`config.mk`:
```
export PLATFORM = sky130hd
export DESIGN_NAME = log_expand
export DESIGN_NICKNAME = d
export VERILOG_FILES = /design/src/rtl/log_expand_pkg.sv /design/src/rtl/exp2_frac_lut.sv /design/src/rtl/log_expand.sv
export SDC_FILE = /design/constraint.sdc
export NUM_CORES = 1
export LEC_CHECK = 0
export CAP_MARGIN = 20
export CELL_PAD_IN_SITES_DETAIL_PLACEMENT = 0
export CELL_PAD_IN_SITES_GLOBAL_PLACEMENT = 1
export CORE_MARGIN = 5
export CORE_UTILIZATION = 52
export DETAILED_ROUTE_END_ITERATION = 7
export MAX_ROUTING_LAYER = met4
export PLACE_DENSITY = 0.95
export SYNTH_ARGS = -nofsm -noshare
export SYNTH_HDL_FRONTEND = slang
export SYNTH_SLANG_ARGS = --single-unit
```
`constraint.sdc`:
```
create_clock -name clk -period 18.55 [get_ports clk]
set_clock_uncertainty 0.2 [all_clocks]
set_input_delay 2.7825 -clock clk [delete_from_list [all_inputs] [get_ports clk]]
set_output_delay 2.7825 -clock clk [all_outputs]
set_load 0.01 [all_outputs]
```
`src/rtl/log_expand_pkg.sv`:
```
// Shared constants, the 2^(k/32) reference table and FSM state encoding for log_expand.
package log_expand_pkg;

    localparam int FRAC_W  = 16;
    localparam int IDX_W   = 5;
    localparam int DELTA_W = 11;
    localparam int LUT_W   = 18;
    localparam int LUT_N   = 33;

    // T[k] = round(2^(k/32) * 65536), k = 0..32, unsigned Q1.16
    localparam logic [LUT_W-1:0] T_TABLE [LUT_N] = '{
        18'd65536,  18'd66971,  18'd68438,  18'd69936,
        18'd71468,  18'd73032,  18'd74632,  18'd76266,
        18'd77936,  18'd79642,  18'd81386,  18'd83169,
        18'd84990,  18'd86851,  18'd88752,  18'd90696,
        18'd92682,  18'd94711,  18'd96785,  18'd98905,
        18'd101070, 18'd103283, 18'd105545, 18'd107856,
        18'd110218, 18'd112631, 18'd115098, 18'd117618,
        18'd120194, 18'd122825, 18'd125515, 18'd128263,
        18'd131072
    };

    typedef enum logic [2:0] {
        IDLE   = 3'd0,
        LUT    = 3'd1,
        INTERP = 3'd2,
        SHIFT  = 3'd3,
        HOLD   = 3'd4
    } state_e;

endpackage

```
`src/rtl/exp2_frac_lut.sv`:
```
// Returns the two neighbouring 2^(k/32) table entries that bracket a fraction index.
module exp2_frac_lut
    import log_expand_pkg::*;
(
    input  logic [IDX_W-1:0] idx_i,
    output logic [LUT_W-1:0] y0_o,
    output logic [LUT_W-1:0] y1_o
);

    logic [IDX_W:0] idx_next;

    assign idx_next = {1'b0, idx_i} + (IDX_W+1)'(1);
    assign y0_o     = T_TABLE[idx_i];
    assign y1_o     = T_TABLE[idx_next];

endmodule

```
`src/rtl/log_expand.sv`:
```
// Converts a log2 value (integer + Q1.16 fraction) back to a linear sample using a
// 33-entry table with linear interpolation; one sample in flight, held until consumed.
// Handshake: a transfer happens on a rising edge with valid and ready both high;
// the producer keeps its data steady while valid is high and ready is low.
module log_expand
    import log_expand_pkg::*;
#(
    parameter int DATA_WIDTH  = 48,
    parameter int FRAC_WIDTH  = 16,
    parameter int NORM_WIDTH  = FRAC_WIDTH + 1,
    parameter int SHIFT_WIDTH = $clog2(DATA_WIDTH)
) (
    input  logic                   clk,
    input  logic                   reset,
    input  logic                   log_valid,
    input  logic [SHIFT_WIDTH-1:0] comp_int,
    input  logic [NORM_WIDTH-1:0]  comp_frac,
    output logic                   log_ready,
    output logic [DATA_WIDTH-1:0]  data_out,
    output logic                   out_valid,
    input  logic                   out_ready,
    output state_e                 dbg_state
);

    localparam int E_W    = SHIFT_WIDTH + 1;
    localparam int WIDE_W = DATA_WIDTH + LUT_W;

    if (FRAC_WIDTH != FRAC_W) begin : g_bad_frac_width
        $fatal(1, "log_expand: FRAC_WIDTH must be 16");
    end

    state_e                  state_q, state_d;
    logic [E_W-1:0]          e_q, e_d;
    logic [FRAC_W-1:0]       f_q, f_d;
    logic [LUT_W-1:0]        y0_q, y0_d, y1_q, y1_d;
    logic [LUT_W-1:0]        m_q, m_d;
    logic [DATA_WIDTH-1:0]   data_q, data_d;

    logic [LUT_W-1:0]         lut_y0, lut_y1;
    logic [LUT_W-1:0]         delta;
    logic [LUT_W+DELTA_W-1:0] prod;
    logic [WIDE_W-1:0]        wide, shifted;
    logic                     sat;

    exp2_frac_lut u_lut (
        .idx_i (f_q[FRAC_W-1 -: IDX_W]),
        .y0_o  (lut_y0),
        .y1_o  (lut_y1)
    );

    // Table is monotonic, so delta never goes negative.
    always_comb begin
        delta   = y1_q - y0_q;
        prod    = {{DELTA_W{1'b0}}, delta} * {{LUT_W{1'b0}}, f_q[DELTA_W-1:0]};
        wide    = {{DATA_WIDTH{1'b0}}, m_q} << e_q;
        shifted = wide >> FRAC_W;
        sat     = (e_q >= E_W'(DATA_WIDTH)) || (|shifted[WIDE_W-1:DATA_WIDTH]);
    end

    always_comb begin
        state_d = state_q;
        e_d     = e_q;
        f_d     = f_q;
        y0_d    = y0_q;
        y1_d    = y1_q;
        m_d     = m_q;
        data_d  = data_q;
        case (state_q)
            IDLE: begin
                if (log_valid) begin
                    e_d     = {1'b0, comp_int} + E_W'(comp_frac[NORM_WIDTH-1]);
                    f_d     = comp_frac[FRAC_W-1:0];
                    state_d = LUT;
                end
            end
            LUT: begin
                y0_d    = lut_y0;
                y1_d    = lut_y1;
                state_d = INTERP;
            end
            INTERP: begin
                m_d     = y0_q + LUT_W'(prod >> DELTA_W);
                state_d = SHIFT;
            end
            SHIFT: begin
                data_d  = sat ? {DATA_WIDTH{1'b1}} : shifted[DATA_WIDTH-1:0];
                state_d = HOLD;
            end
            HOLD: begin
                if (out_ready) state_d = IDLE;
            end
            default: state_d = IDLE;
        endcase
    end

    always_ff @(posedge clk or posedge reset) begin
        if (reset) begin
            state_q <= IDLE;
            e_q     <= '0;
            f_q     <= '0;
            y0_q    <= '0;
            y1_q    <= '0;
            m_q     <= '0;
            data_q  <= '0;
        end else begin
            state_q <= state_d;
            e_q     <= e_d;
            f_q     <= f_d;
            y0_q    <= y0_d;
            y1_q    <= y1_d;
            m_q     <= m_d;
            data_q  <= data_d;
        end
    end

    assign log_ready = (state_q == IDLE);
    assign out_valid = (state_q == HOLD);
    assign data_out  = data_q;
    assign dbg_state = state_q;

endmodule

```
; ---- Word level (Yosys, flattened, before mapping)
; Memories as Yosys holds them, arrays and structs flattened. A register that Yosys moved wholly into a read port is not among the register bits.
; Index checks and enable logic that the tools add are counted.
[totals]
n_memories = 2
rom_bits = 2304
out_inout_bits = 53
regBits = 92
ram_bits = 0
latch_bits = 0
in_bits = 27
word_cells = 31
[mem_list]
columns = name, words, word_bits, rd, rd_ports_with_merged_regs, write_ports, line
row1 = (name not given), 64, 18, 1, 1, 0, exp2_frac_lut.sv:13  ; assign y0_o = T_TABLE[idx_i];
row2 = (name not given), 64, 18, 1, 1, 0, exp2_frac_lut.sv:14  ; assign y1_o = T_TABLE[idx_next];
[classes]
add_sub_neg = 4
eq_ne = 6
order_cmp = 1
shifts = 1
bitwise_logic = 2
mul = 1
reduce_logical = 5
muxes = 4
n_div = 0
[ops]
columns = cell, count
row1 = left shift 18 x 7 -> 66 bit, 1
row2 = 2-to-1 mux 48 bit, 1
row3 = multiplier 18 x 11 -> 29 bit, 1
row4 = adder 18 bit, 1
row5 = subtractor 18 bit, 1
row6 = one-hot mux 3 bit (5 select lines), 1
row7 = adder 6 x 1 -> 7 bit, 1
row8 = >= comparator 7 x 6 -> 1 bit (second input constant), 1
row9 = inverter 6 -> 7 bit, 1
row10 = adder 5 x 1 -> 6 bit (second input constant), 1
row11 = equality test 3 x 2 -> 1 bit (second input constant), 2
row12 = 2-to-1 mux 3 bit, 2
row13 = inverter 5 -> 6 bit, 1
row14 = AND reduction 2 bit, 2
row15 = equality test 3 x 1 -> 1 bit (second input constant), 1
row16 = equality test 3 bit (second input constant), 1
row17 = zero test 3 bit, 1
row18 = != test 2 x 1 -> 1 bit (second input constant), 1
row19 = != test 2 bit (second input constant), 1
row20 = OR reduction 2 bit, 1
row21 = logical OR 1 bit, 1

; ---- Depth between registers and ports, before layout
[logic_depth]
word_depth = 4
mapped_depth = 44
ltp_nobuf = 43

; ---- By module
; Synthesis repeated with hierarchy kept, for this count alone.
[hier_totals]
cells_unflattened = 1861
area_unflattened_um2 = 15865.2
[by_module_without_submodules]
columns = mod, cells_each, area_per_inst_um2, instances, seq_area_each_um2
row1 = log_expand, 1559, 14004.7, 1, 3203.1
row2 = exp2_frac_lut, 302, 1860.5, 1, 0.0

; ---- Least setup slack after synthesis
; OpenSTA, ideal clock, no wires.
[synth_timing]
path_kind = register to register
startpoint = reg y0_q[1]
endpoint = reg m_q[17]
setup_ns = 0.129
path_stages_with_launch = 45
period_less_slack_ns = 8.771
n_path_buf = 1
setup_slack_ns = 9.779
arrival_time_ns = 8.442
required_time_ns = 18.221
path_cell_list = dfrtp_1 inv_1 ha_1 nor2b_1 o21ai_1 a21boi_1 o21ai_1 a21oi_2 o21a_1 nor2_1 xnor2_1 clkbuf_1 nand2_1 fa_1 inv_1 fa_1 inv_1 fa_1 (+9 left out) a21oi_4 a21oi_1 nand2b_1 a21boi_0 o21a_1 nor2_1 xnor2_1 ha_1 o21a_1 o21ai_0 o31ai_1 o311a_1 o21a_1 o21ai_2 a21oi_1 xnor2_1 xnor2_1 o21ai_1
[synth_via]
elab_chain_len = 3
[synth_rtl]
columns = item, line
row1 = "start, declared", log_expand.sv:35  ; logic [LUT_W-1:0] y0_q, y0_d, y1_q, y1_d;
row2 = subtractor 18 bit, log_expand.sv:53  ; delta = y1_q - y0_q;
row3 = multiplier 18 x 11 -> 29 bit, log_expand.sv:54  ; prod = {{DELTA_W{1'b0}}, delta} * {{LUT_W{1'b0}}, f_q[DELTA_W-1:0]};
row4 = adder 18 bit (*), log_expand.sv:82  ; m_d = y0_q + LUT_W'(prod >> DELTA_W);
row5 = "end signal, assigned", log_expand.sv:111  ; m_q <= m_d;
row6 = "end, declared", log_expand.sv:36  ; logic [LUT_W-1:0] m_q, m_d;
; Every way passes the cells marked *; elsewhere a longest branch is shown, timed or not.
; A chain may end at the register's enable or synchronous reset.

; ---- Final worst setup path
[layout_timing]
startpoint = reg y0_q[0]
endpoint = reg m_q[15]
; The elaborated chain is that of the path after synthesis.

==> implementation parameters <==
Parameter                              Value

Logic synthesis
  Top FF cell, synth    dfrtp_1
  Number of synthesized flops with an enable pin    0
  Share of synthesized area occupied by flip-flops and latches    0.197
  Mapped Nets    2231
  Synth Area per Inst    8.31 um2
  Cell Area, Synth    16200 um2
  Async set or reset register ratio after synthesis    1.00
  Count of warnings emitted by yosys    0
  Post-synthesis cell count    1944
  Distinct cell type count after synthesis    83
  Number of register bits inferred by synthesis    127

Outcome
  Status    completed

Clock tree
  Skew-Pair Late Insertion Delay    0.44 ns
  Post-CTS Resized    0
  TritonCTS clock tree    done
  Setup repair bufs after CTS    0
  Clock tree buffer depth    2
  Clock buffers created by TritonCTS    17
  Hold-fix buffer count after cts    0
  H-tree level count    4
  Register clock-pin slew on the reported worst setup and hold paths    0.07 ns
  Buffer cell driving the clock tree root    clkbuf_16
  Sink Count    127

Hold path
  Cells on Worst Hold Path    2
  Launch instance of the worst min-delay path    y1_q[16]$_DFFE_PP0P_
  Kind of path behind the tightest hold check    register to register
  Endpoint of the worst hold path    y1_q[16]$_DFFE_PP0P_

Drt
  Final Routed Wirelength    43.0 mm
  DR vias    14000
  First-pass DRT Iterations    6
  Average wire per standard cell    18.4 um
  Final antenna-violating net count    0
  Count of unresolved DRC violations after routing    0
  Number of violations reported at the end of detailed-routing iteration 0    1148
  Post-detailed-route via-to-cell ratio    5.99

Floorplanning
  Overall die area    34700 um2
  Chip width    186 um
  Count of boundary I/O pins    80
  Standard-cell row count    64
  Core Box Area    30700 um2
  Initial core utilization    0.527
  Die H    186 um

Finish
  Count of non-filler cells in the finished layout    2342
  Multi-input gate area    11700 um2
  Register cell area after layout    3180 um2
  Number of inserted filler cells in the final layout    2809
  P&R area growth vs syn    10.3%
  NumNets Final    2219
  Fraction of final layout cells sized beyond drive strength 1    0.0632

GRT
  Global-route wire length before repair    71.6 mm
  Maximum number of pins on one net before global-route repair    77
  Remaining global-route overflow    0
  All-layer global routing usage    0.263
  Vias in the first global route    14000
  Number of antenna violations at the first check in global routing    1

STA
  Period minus WS final    9.86 ns
  Total negative slack for setup checks    0 ns
  Number of failing setup endpoints in the final timing report    0
  Fmax    101 MHz
  Number of failing hold endpoints at the final stage    0
  Final slew viol count    0
  Actual transition at the worst max-transition pin    1.07 ns
  Slew Limit Headroom    0.287
  RSZ-0062 raised after global routing    false
  Share of the clock period used by the worst path after layout    0.532

Setup path
  CP Max Fanout    11
  Critical R2R Capture    m_q[15]$_DFFE_PP0N_
  Worst reg-to-reg path cell count    39
  CP Capture Type    register
  Critical path's largest stage delay    0.67 ns
  Reg2reg setup slack    8.69 ns
  Crit path top cell by count    fa_1
  Library cell contributing the largest single delay on the critical path    xor2_1
  Data required time of the critical path    18.65 ns
  Reg2reg start    y0_q[0]$_DFFE_PP0P_
  Crit path arrival time    9.96 ns
  Critical path class    register to register
  Setup crit start kind    register

Run
  Maximum capacitance violations    0

Place
  Placed Cells    2306
  Number of buffers inserted by port buffering    79
  Final GP Congestion    0.908
  Detailed Place HPWL    32.0 mm
-- state kept, by name, summed over array words and instances, names as in the netlist --
name,flops
y1_q,18
f_q,16
y0_q,17
dbg_state,3
e_q,7
data_out,48
m_q,18
-- layout by cell type, fill, tap and decap left out, types with 22 or more instances in the layout --
cell type        netlist  routed
dfrtp_1              127     127
mux2i_1               41      41
nor3_1                24      24
fa_1                 144     144
inv_1                192     191
nor2_1               163     163
nand3_1               26      26
nand2b_1              37      37
and3_1                25      25
a221oi_1              25      25
a21oi_1               87      87
ha_1                 116     116
xnor2_1               31      30
mux2_2                28      28
o21ai_0              113     113
nor2b_1               22      22
clkdlybuf4s50_1        0      79
and2_1                97      98
buf_4                  0      29
nand2_1              221     221
-- cell usage after synthesis (31+ instances only) --
library cell	count	area share
inv_1	192	0.045
o21ai_0	113	0.035
a21oi_1	87	0.027
nand2_1	221	0.051
nor2_1	163	0.038
mux2i_1	41	0.025
and2_1	97	0.038
xnor2_1	31	0.017
nand2b_1	37	0.014
fa_1	144	0.18
clkbuf_1	126	0.029
dfrtp_1	127	0.20
ha_1	116	0.090
-- metrics by stage --
stage	hold WS, ns	utilization	area [um2]	setup slack, ns
2_1_floorplan	0.243	-	16200	9.78
3_3_place_gp	0.273	0.558	17100	9.10
4_1_cts	0.287	0.579	17700	8.68
6_report	0.279	0.581	17800	8.69
3_5_place_dp	0.272	0.558	17100	8.71
5_1_grt	0.307	0.581	17800	7.79
-- worst max-delay path: cells and delay by family, from the launching register on --
family,cells,cell delay [ns]
AO/OA/AOI/OAI,20,3.53
XOR/XNOR,3,1.02
adder cells (fa/ha/maj),9,3.81
buffers and inverters,3,0.15
flip-flops,1,0.44
AND/OR/NAND/NOR,4,0.58
-- worst max path at each step --
stage,start,endpoint,slack (ns)
after floorplan,y0_q[1]$_DFFE_PP0P_,m_q[17]$_DFFE_PP0N_,9.78
after global routing,y0_q[1]$_DFFE_PP0P_,m_q[15]$_DFFE_PP0N_,7.79
after global placement,y0_q[0]$_DFFE_PP0P_,m_q[17]$_DFFE_PP0N_,9.10
after detailed placement,y0_q[0]$_DFFE_PP0P_,m_q[15]$_DFFE_PP0N_,8.71
final,y0_q[0]$_DFFE_PP0P_,m_q[15]$_DFFE_PP0N_,8.69
after CTS,y0_q[0]$_DFFE_PP0P_,m_q[15]$_DFFE_PP0N_,8.68
-- layout make-up --
cell class              instances  share of cell area
well taps                     396              0.0278
clock buffers                  17              0.0239
diodes                          1            0.000140
inverters                     195              0.0412
flip-flops and latches        127               0.178
clock inverters                15              0.0112
multi-input cells            1480               0.657
repair buffers                111              0.0603
-- cells by family after synthesis --
group	after synthesis	share of synthesized area
AO/OA/AOI/OAI	407	0.166
XOR/XNOR	47	0.0255
adder cells (fa/ha/maj)	260	0.268
buffers and inverters	337	0.0793
flip-flops	127	0.197
multiplexers	74	0.0519
AND/OR/NAND/NOR	692	0.212
-- routing by layer --
| layer | routed length [um] | GRT usage | up-vias |
|---|---|---|---|
| met5 | 0 | - | - |
| met1 | 18500 | 0.340 | 6916 |
| met3 | 2270 | 0.0338 | 91 |
| met2 | 21200 | 0.438 | 461 |
| li1 | - | - | 6551 |
| met4 | 1010 | 0.0758 | 0 |
Power is not shown: default switching activity piles up to over one toggle a cycle in this logic, so the estimate is an artifact.
